===== config.mk =====
export PLATFORM = sky130hd
export DESIGN_NAME = icache_dm_flat
export DESIGN_NICKNAME = d
export VERILOG_FILES = /design/src/rtl/icache_dm_pkg.sv /design/src/rtl/icache_dm_if.sv /design/src/rtl/icache_dm_array.sv /design/src/rtl/icache_dm.sv /design/src/flat_wrapper.sv
export SDC_FILE = /design/constraint.sdc
export NUM_CORES = 2
export LEC_CHECK = 0
export ABC_CLOCK_PERIOD_IN_PS = 42800
export BUFFER_PORTS_ARGS = -buffer_cell sky130_fd_sc_hd__buf_2
export CORE_MARGIN = 2
export CORE_UTILIZATION = 40
export DETAILED_ROUTE_END_ITERATION = 6
export SYNTH_ARGS = -nofsm -noshare
export SYNTH_HDL_FRONTEND = slang
export SYNTH_SLANG_ARGS = --single-unit

===== constraint.sdc =====
create_clock -name clk -period 42.8 [get_ports clk]
set_input_delay 8.56 -clock clk [delete_from_list [all_inputs] [get_ports clk]]
set_output_delay 8.56 -clock clk [all_outputs]
set_load 0.05 [all_outputs]

===== src/rtl/icache_dm_pkg.sv =====
// cache_types: shared types and geometry for the direct-mapped instruction cache.
//   S_OFFSET / S_INDEX : log2 line bytes / log2 set count
//   S_TAG              : derived tag width (not overridable)
//   icache_state_t     : controller state encoding
//   cacheline_t        : one 256-bit cache line
package cache_types;

  localparam int S_OFFSET = 5;
  localparam int S_INDEX  = 3;
  localparam int S_TAG    = 32 - S_OFFSET - S_INDEX;
  localparam int NUM_SETS = 1 << S_INDEX;
  localparam int S_WORD   = S_OFFSET - 2;

  typedef enum logic [1:0] {
    IDLE  = 2'd0,
    FETCH = 2'd1,
    FILL  = 2'd2
  } icache_state_t;

  typedef logic [255:0] cacheline_t;

  // Line-aligned byte address for a given fetch address.
  function automatic logic [31:0] line_base(input logic [31:0] addr);
    return {addr[31:S_OFFSET], {S_OFFSET{1'b0}}};
  endfunction

endpackage


===== src/rtl/icache_dm_if.sv =====
// Bus interfaces of the instruction cache.
//   icache_cpu_if  : IF-stage fetch port (master = CPU, slave = cache)
//     icache_read, icache_address -> cache ; icache_rdata, icache_resp -> CPU
//   icache_pmem_if : line-fill port (master = cache, slave = memory/adaptor)
//     pmem_read, pmem_address -> memory ; pmem_rdata, pmem_resp -> cache
interface icache_cpu_if;
  logic        icache_read;
  logic [31:0] icache_address;
  logic [31:0] icache_rdata;
  logic        icache_resp;

  modport master (output icache_read, icache_address, input  icache_rdata, icache_resp);
  modport slave  (input  icache_read, icache_address, output icache_rdata, icache_resp);
endinterface

interface icache_pmem_if;
  import cache_types::*;
  logic        pmem_read;
  logic [31:0] pmem_address;
  cacheline_t  pmem_rdata;
  logic        pmem_resp;

  modport master (output pmem_read, pmem_address, input  pmem_rdata, pmem_resp);
  modport slave  (input  pmem_read, pmem_address, output pmem_rdata, pmem_resp);
endinterface


===== src/rtl/icache_dm_array.sv =====
// icache_array: valid/tag/data storage for the direct-mapped cache, all in flops.
//   clk, rst        : clock, async active-low reset (clears valid bits only)
//   we/widx/wtag/wdata : single write port, installs a whole line
//   ridx            : combinational read index
//   rvalid/rtag/rdata  : combinational read data for ridx
module icache_array
  import cache_types::*;
(
  input  logic               clk,
  input  logic               rst,
  input  logic               we,
  input  logic [S_INDEX-1:0] widx,
  input  logic [S_TAG-1:0]   wtag,
  input  cacheline_t         wdata,
  input  logic [S_INDEX-1:0] ridx,
  output logic               rvalid,
  output logic [S_TAG-1:0]   rtag,
  output cacheline_t         rdata
);

  logic [NUM_SETS-1:0] valid_q;
  logic [S_TAG-1:0]    tag_q  [NUM_SETS];
  cacheline_t          data_q [NUM_SETS];

  always_ff @(posedge clk or negedge rst) begin
    if (!rst) begin
      valid_q <= '0;
    end else if (we) begin
      valid_q[widx] <= 1'b1;
    end
  end

  // Tag and data need no reset: they are never observed while valid is clear.
  always_ff @(posedge clk) begin
    if (we) begin
      tag_q[widx]  <= wtag;
      data_q[widx] <= wdata;
    end
  end

  assign rvalid = valid_q[ridx];
  assign rtag   = tag_q[ridx];
  assign rdata  = data_q[ridx];

endmodule


===== src/rtl/icache_dm.sv =====
// icache_dm: direct-mapped read-only L1 instruction cache.
//   clk  : clock, rising edge
//   rst  : async active-low reset
//   cpu  : fetch port (slave); hits answer combinationally in the request cycle
//   pmem : line-fill port (master); one 256-bit line per miss
//
// state | meaning
// IDLE  | lookup; hit answers same cycle, miss captures line address
// FETCH | fill request outstanding on pmem, waiting for pmem_resp
// FILL  | fill buffer written into the array; lookup resumes next cycle
module icache_dm
  import cache_types::*;
(
  input  logic           clk,
  input  logic           rst,
  icache_cpu_if.slave    cpu,
  icache_pmem_if.master  pmem
);

  icache_state_t          state;
  logic [31:S_OFFSET]     miss_addr;
  cacheline_t             fill_buf;
  logic                   pmem_read_q;
  logic [31:0]            pmem_addr_q;

  logic [S_TAG-1:0]       req_tag;
  logic [S_INDEX-1:0]     req_idx;
  logic [S_WORD-1:0]      req_word;
  logic                   arr_valid;
  logic [S_TAG-1:0]       arr_tag;
  cacheline_t             arr_line;
  logic                   hit;
  logic                   unused_addr_bits;

  assign req_tag  = cpu.icache_address[31 -: S_TAG];
  assign req_idx  = cpu.icache_address[S_OFFSET +: S_INDEX];
  assign req_word = cpu.icache_address[S_OFFSET-1:2];
  assign unused_addr_bits = ^cpu.icache_address[1:0];

  icache_array u_array (
    .clk    (clk),
    .rst    (rst),
    .we     (state == FILL),
    .widx   (miss_addr[S_OFFSET +: S_INDEX]),
    .wtag   (miss_addr[31 -: S_TAG]),
    .wdata  (fill_buf),
    .ridx   (req_idx),
    .rvalid (arr_valid),
    .rtag   (arr_tag),
    .rdata  (arr_line)
  );

  // Only IDLE performs lookups, so the cycle in FILL never answers early.
  assign hit = (state == IDLE) && cpu.icache_read && arr_valid && (arr_tag == req_tag);

  assign cpu.icache_resp  = hit;
  assign cpu.icache_rdata = hit ? arr_line[{req_word, 5'b0} +: 32] : 32'h0;

  assign pmem.pmem_read    = pmem_read_q;
  assign pmem.pmem_address = pmem_addr_q;

  always_ff @(posedge clk or negedge rst) begin
    if (!rst) begin
      state       <= IDLE;
      miss_addr   <= '0;
      fill_buf    <= '0;
      pmem_read_q <= 1'b0;
      pmem_addr_q <= 32'h0;
    end else begin
      unique case (state)
        IDLE: begin
          if (cpu.icache_read && !hit) begin
            miss_addr   <= cpu.icache_address[31:S_OFFSET];
            pmem_addr_q <= line_base(cpu.icache_address);
            pmem_read_q <= 1'b1;
            state       <= FETCH;
          end
        end
        FETCH: begin
          // The fill completes even if the CPU drops or changes its request.
          if (pmem.pmem_resp) begin
            fill_buf    <= pmem.pmem_rdata;
            pmem_read_q <= 1'b0;
            state       <= FILL;
          end
        end
        FILL: begin
          state <= IDLE;
        end
        default: begin
          pmem_read_q <= 1'b0;
          state       <= IDLE;
        end
      endcase
    end
  end

endmodule


===== src/flat_wrapper.sv =====
// flat-port wrapper written by rule: the top's interface ports become plain ports
module icache_dm_flat import cache_types::*;
  (clk, rst, cpu_icache_read, cpu_icache_address, cpu_icache_rdata, cpu_icache_resp, pmem_pmem_read, pmem_pmem_address, pmem_pmem_rdata, pmem_pmem_resp);
  icache_cpu_if cpu_i ();
  icache_pmem_if pmem_i ();
  input  logic clk;
  input  logic rst;
  input wire logic [$bits(cpu_i.icache_read)-1:0] cpu_icache_read;
  input wire logic [$bits(cpu_i.icache_address)-1:0] cpu_icache_address;
  output wire logic [$bits(cpu_i.icache_rdata)-1:0] cpu_icache_rdata;
  output wire logic [$bits(cpu_i.icache_resp)-1:0] cpu_icache_resp;
  output wire logic [$bits(pmem_i.pmem_read)-1:0] pmem_pmem_read;
  output wire logic [$bits(pmem_i.pmem_address)-1:0] pmem_pmem_address;
  input wire logic [$bits(pmem_i.pmem_rdata)-1:0] pmem_pmem_rdata;
  input wire logic [$bits(pmem_i.pmem_resp)-1:0] pmem_pmem_resp;
  assign cpu_i.icache_read = cpu_icache_read;
  assign cpu_i.icache_address = cpu_icache_address;
  assign cpu_icache_rdata = cpu_i.icache_rdata;
  assign cpu_icache_resp = cpu_i.icache_resp;
  assign pmem_pmem_read = pmem_i.pmem_read;
  assign pmem_pmem_address = pmem_i.pmem_address;
  assign pmem_i.pmem_rdata = pmem_pmem_rdata;
  assign pmem_i.pmem_resp = pmem_pmem_resp;
  icache_dm u_core (.clk(clk), .rst(rst), .cpu(cpu_i), .pmem(pmem_i));
endmodule

==> flow_summary.yaml <==
routing:
  dr_total_vias: 44683
  viasPerCell: 5.55
  routedWlPerCell_um: 29.2
  drtAntennaViolNets: 0
  wirelength_um: 235000
  first_iter_violations: 4102
  first_pass_iters: 5
  drc: 0
place:
  post-place-ws_ns: 19.13
  place_congestion: 0.759
  place_hpwl_um: 133000
  io_buffers: 350
cts:
  clk_transition_reported_paths_ns: 0.06
  root_buffer: "clkbuf_16"
  hold_buffers: 0
  cts_resized: 0
  cts_tree: "built"
  h-tree-depth: 5
  cts_made_buffers: 287
  clk_latency_ns: 0.93
  clock_path_buffers: 4
  cts_sinks: 2534
  postCtsSetupBuffers: 0
worst_hold_path:
  holdPathEnd: "u_core.u_array.valid_q[7]"
  holdCritPathClass: "flop to flop"
  hold_path_depth: 1
  hp-start: "u_core.u_array.valid_q[7]"
floorplanning:
  die_h_um: 497
  start_util_pct: 40.3
  row_count: 180
  io_pins: 358
  coreArea_mm2: 0.241
  floorplan.die_area_mm2: 0.247
  die_w_um: 497
synth:
  synthArstFlopShare_pct: 11.6
  ys_seq_area_share_pct: 76.8
  synth_edf_count: 2240
  avgSynthCellArea_um2: 23.4
  ys_types: 47
  syn-instance-count: 4147
  synthFlopType: "edfxtp_1"
  synthTopCellsByArea: "edfxtp_1 (69%), mux4_2 (16%), dfrtp_1 (7.6%)"
  yosys.area.top_type_share_pct: 69.2
  synth.cell_area_mm2: 0.0971
  ys_warn_count: 0
  yosysTopAreaCell: "edfxtp_1"
  ys_ff_latch: 2534
timing:
  setup_slack_ns: 19.52
  finClkSkew_ns: 0.0681
  tns_ns: 0
  hold_viol: 0
  worstMarginPinSlew_ns: 1.29
  period_share_pct: 54.4
  maxSlewHeadroom_pct: 13.8
  finalSetupViolCount: 0
  rsz0062_at_grt: "no"
  report.final.slew_viol_count: 0
  max_freq_mhz: 43.0
  timing.final.crit_period_ns: 23.28
power:
  power.leakage_uw: 0.0364
  pwr_density_cell_mw_per_mm2: 58.5
  ir_drop_mv: 0.0351
  power_uw: 6530
run_status:
  outcome: "finished, final reports clean"
setup_path:
  r2r-end: "u_core.u_array.data_q[3][135]"
  cp.arrival_ns: 14.72
  cp-start-kind: "input pin"
  regToRegSetupSlack_ns: 37.60
  worstSetupEndpointType: "output pin"
  critPathMaxFanout: 107
  crit_required_ns: 34.24
  worst-setup-path-type: "input pin to output pin"
  reg2reg_from: "u_core.state[0]"
  reg2reg_depth: 7
cells_and_area:
  regArea_mm2: 0.0746
  area_growth_pct: 14.9
  drive_gt1_share_pct: 37.0
  multi_input_area_mm2: 0.0214
  fill_cells: 19884
  fin_util_pct: 46.3
  nets: 4928
global_route:
  grt_pass1_vias: 46273
  overflow: 0
  grt_max_degree: 142
  track_usage_pct: 19.0
  antenna_found_initial: 39
  grt_pass1_wl_um: 335000
flow_run:
  maxCapViolCount: 0
-- layer usage --
| layer | track usage, % | share of wire [%] | vias up |
|---|---|---|---|
| li1 | - | - | 18568 |
| met1 | 27.2 | 44 | 24364 |
| met5 | 0 | 0.027 | - |
| met3 | 3.23 | 5.8 | 345 |
| met4 | 5.56 | 2.6 | 10 |
| met2 | 30.1 | 48 | 1396 |
-- metrics by stage --
step | hold slack (ns) | instances | area (um^2)
detailed placement | 0.456 | 7532 | 103000
global route | 0.482 | 8036 | 112000
CTS | 0.470 | 8030 | 112000
floorplan | 0.439 | 4151 | 97200
global placement | 0.450 | 7532 | 103000
finish | 0.467 | 8044 | 112000
-- area by class of cell --
| class | instances | share of cell area, % |
|---|---|---|
| Tap cell | 3185 | 3.57 |
| Timing Repair Buffer | 428 | 2.27 |
| Multi-Input combinational cell | 1382 | 19.2 |
| Clock buffer | 404 | 7.24 |
| Antenna cell | 14 | 0.0314 |
| Sequential cell | 2534 | 66.8 |
| Clock inverter | 94 | 0.836 |
| Inverter | 3 | 0.0101 |
-- cells by family (layout without fill, tap and decap cells) --
family | count (synthesis) | in the layout | synth area share, %
buffers and inverters | 235 | 929 | 1.19
other | 1 | 19 | 0.00386
and+or+nand+nor | 218 | 218 | 1.26
AOI/OAI and AO/OA | 131 | 131 | 0.911
xor gates and xnor gates | 12 | 12 | 0.108
DFF | 2534 | 2534 | 76.8
muxes | 1016 | 1016 | 19.7
-- registers in the layout (all words and copies together) (netlist names) --
signal	flops
u_core.u_array.data_q	2048
u_core.fill_buf	256
u_core.u_array.tag_q	192
u_core.miss_addr	27
u_core.u_array.valid_q	8
u_core.state	2
u_core.pmem.pmem_read	1
-- layout by cell type, fill, tap and decap left out, drive strengths merged, types with 3 or more instances in the layout --
cell type	n
o211ai	27
and2	60
nor2b	9
edfxtp	2240
or2	8
nand2b	4
a21bo	4
nand3b	6
nand4	32
mux2	256
nor3	5
nand3	7
mux2i	68
and3	6
a31oi	27
diode	14
clkbuf	405
buf	427
clkinvlp	5
a22oi	18
bufinv	17
o21ai	33
nor2	10
clkinv	62
xor2	10
mux4	692
or3	3
dfrtp	294
a211oi	8
nand2	59
a22o	8
conb	5
inv	13
-- how the worst max path moves through the flow --
stage,startpoint,to,depth (start not counted),slack (ns)
2_1_floorplan,u_core.miss_addr[5],u_core.u_array.valid_q[1],3,21.28
3_3_place_gp,cpu_icache_address[5],cpu_icache_rdata[28],10,19.14
3_5_place_dp,cpu_icache_address[5],cpu_icache_rdata[28],10,19.13
4_1_cts,cpu_icache_address[5],cpu_icache_rdata[28],10,19.13
5_1_grt,cpu_icache_address[5],cpu_icache_rdata[28],10,18.83
6_report,cpu_icache_address[5],cpu_icache_rdata[28],10,19.52
-- synth_stat cells (all sizes together) (5+ instances only) --
| cell | instances |
|---|---|
| and3 | 6 |
| or2 | 8 |
| a22o | 8 |
| nand3b | 6 |
| a22oi | 18 |
| edfxtp | 2240 |
| mux2i | 68 |
| buf | 141 |
| nand4 | 32 |
| and2 | 60 |
| mux4 | 692 |
| nor2 | 10 |
| a31oi | 27 |
| o211ai | 27 |
| o21ai | 33 |
| mux2 | 256 |
| a211oi | 8 |
| nand2 | 59 |
| nand3 | 7 |
| nor2b | 9 |
| dfrtp | 294 |
| nor3 | 5 |
| clkbuf | 91 |
| xor2 | 10 |
-- worst max-delay path, cell delays in order --
cell	delay [ns]
buf_8	0.55
buf_12	0.65
buf_12	0.69
buf_4	0.78
buf_4	0.92
mux4_2	0.61
mux4_2	0.59
mux4_2	0.50
and2_1	0.26
buf_2	0.25
-- report_power, final --
part / total (uW) / internal, uW / switching, uW
logic: 555 / 248 / 307
clock network: 2350 / 1410 / 939
registers: 3620 / 3250 / 367
(Power assumes the default switching activity.)
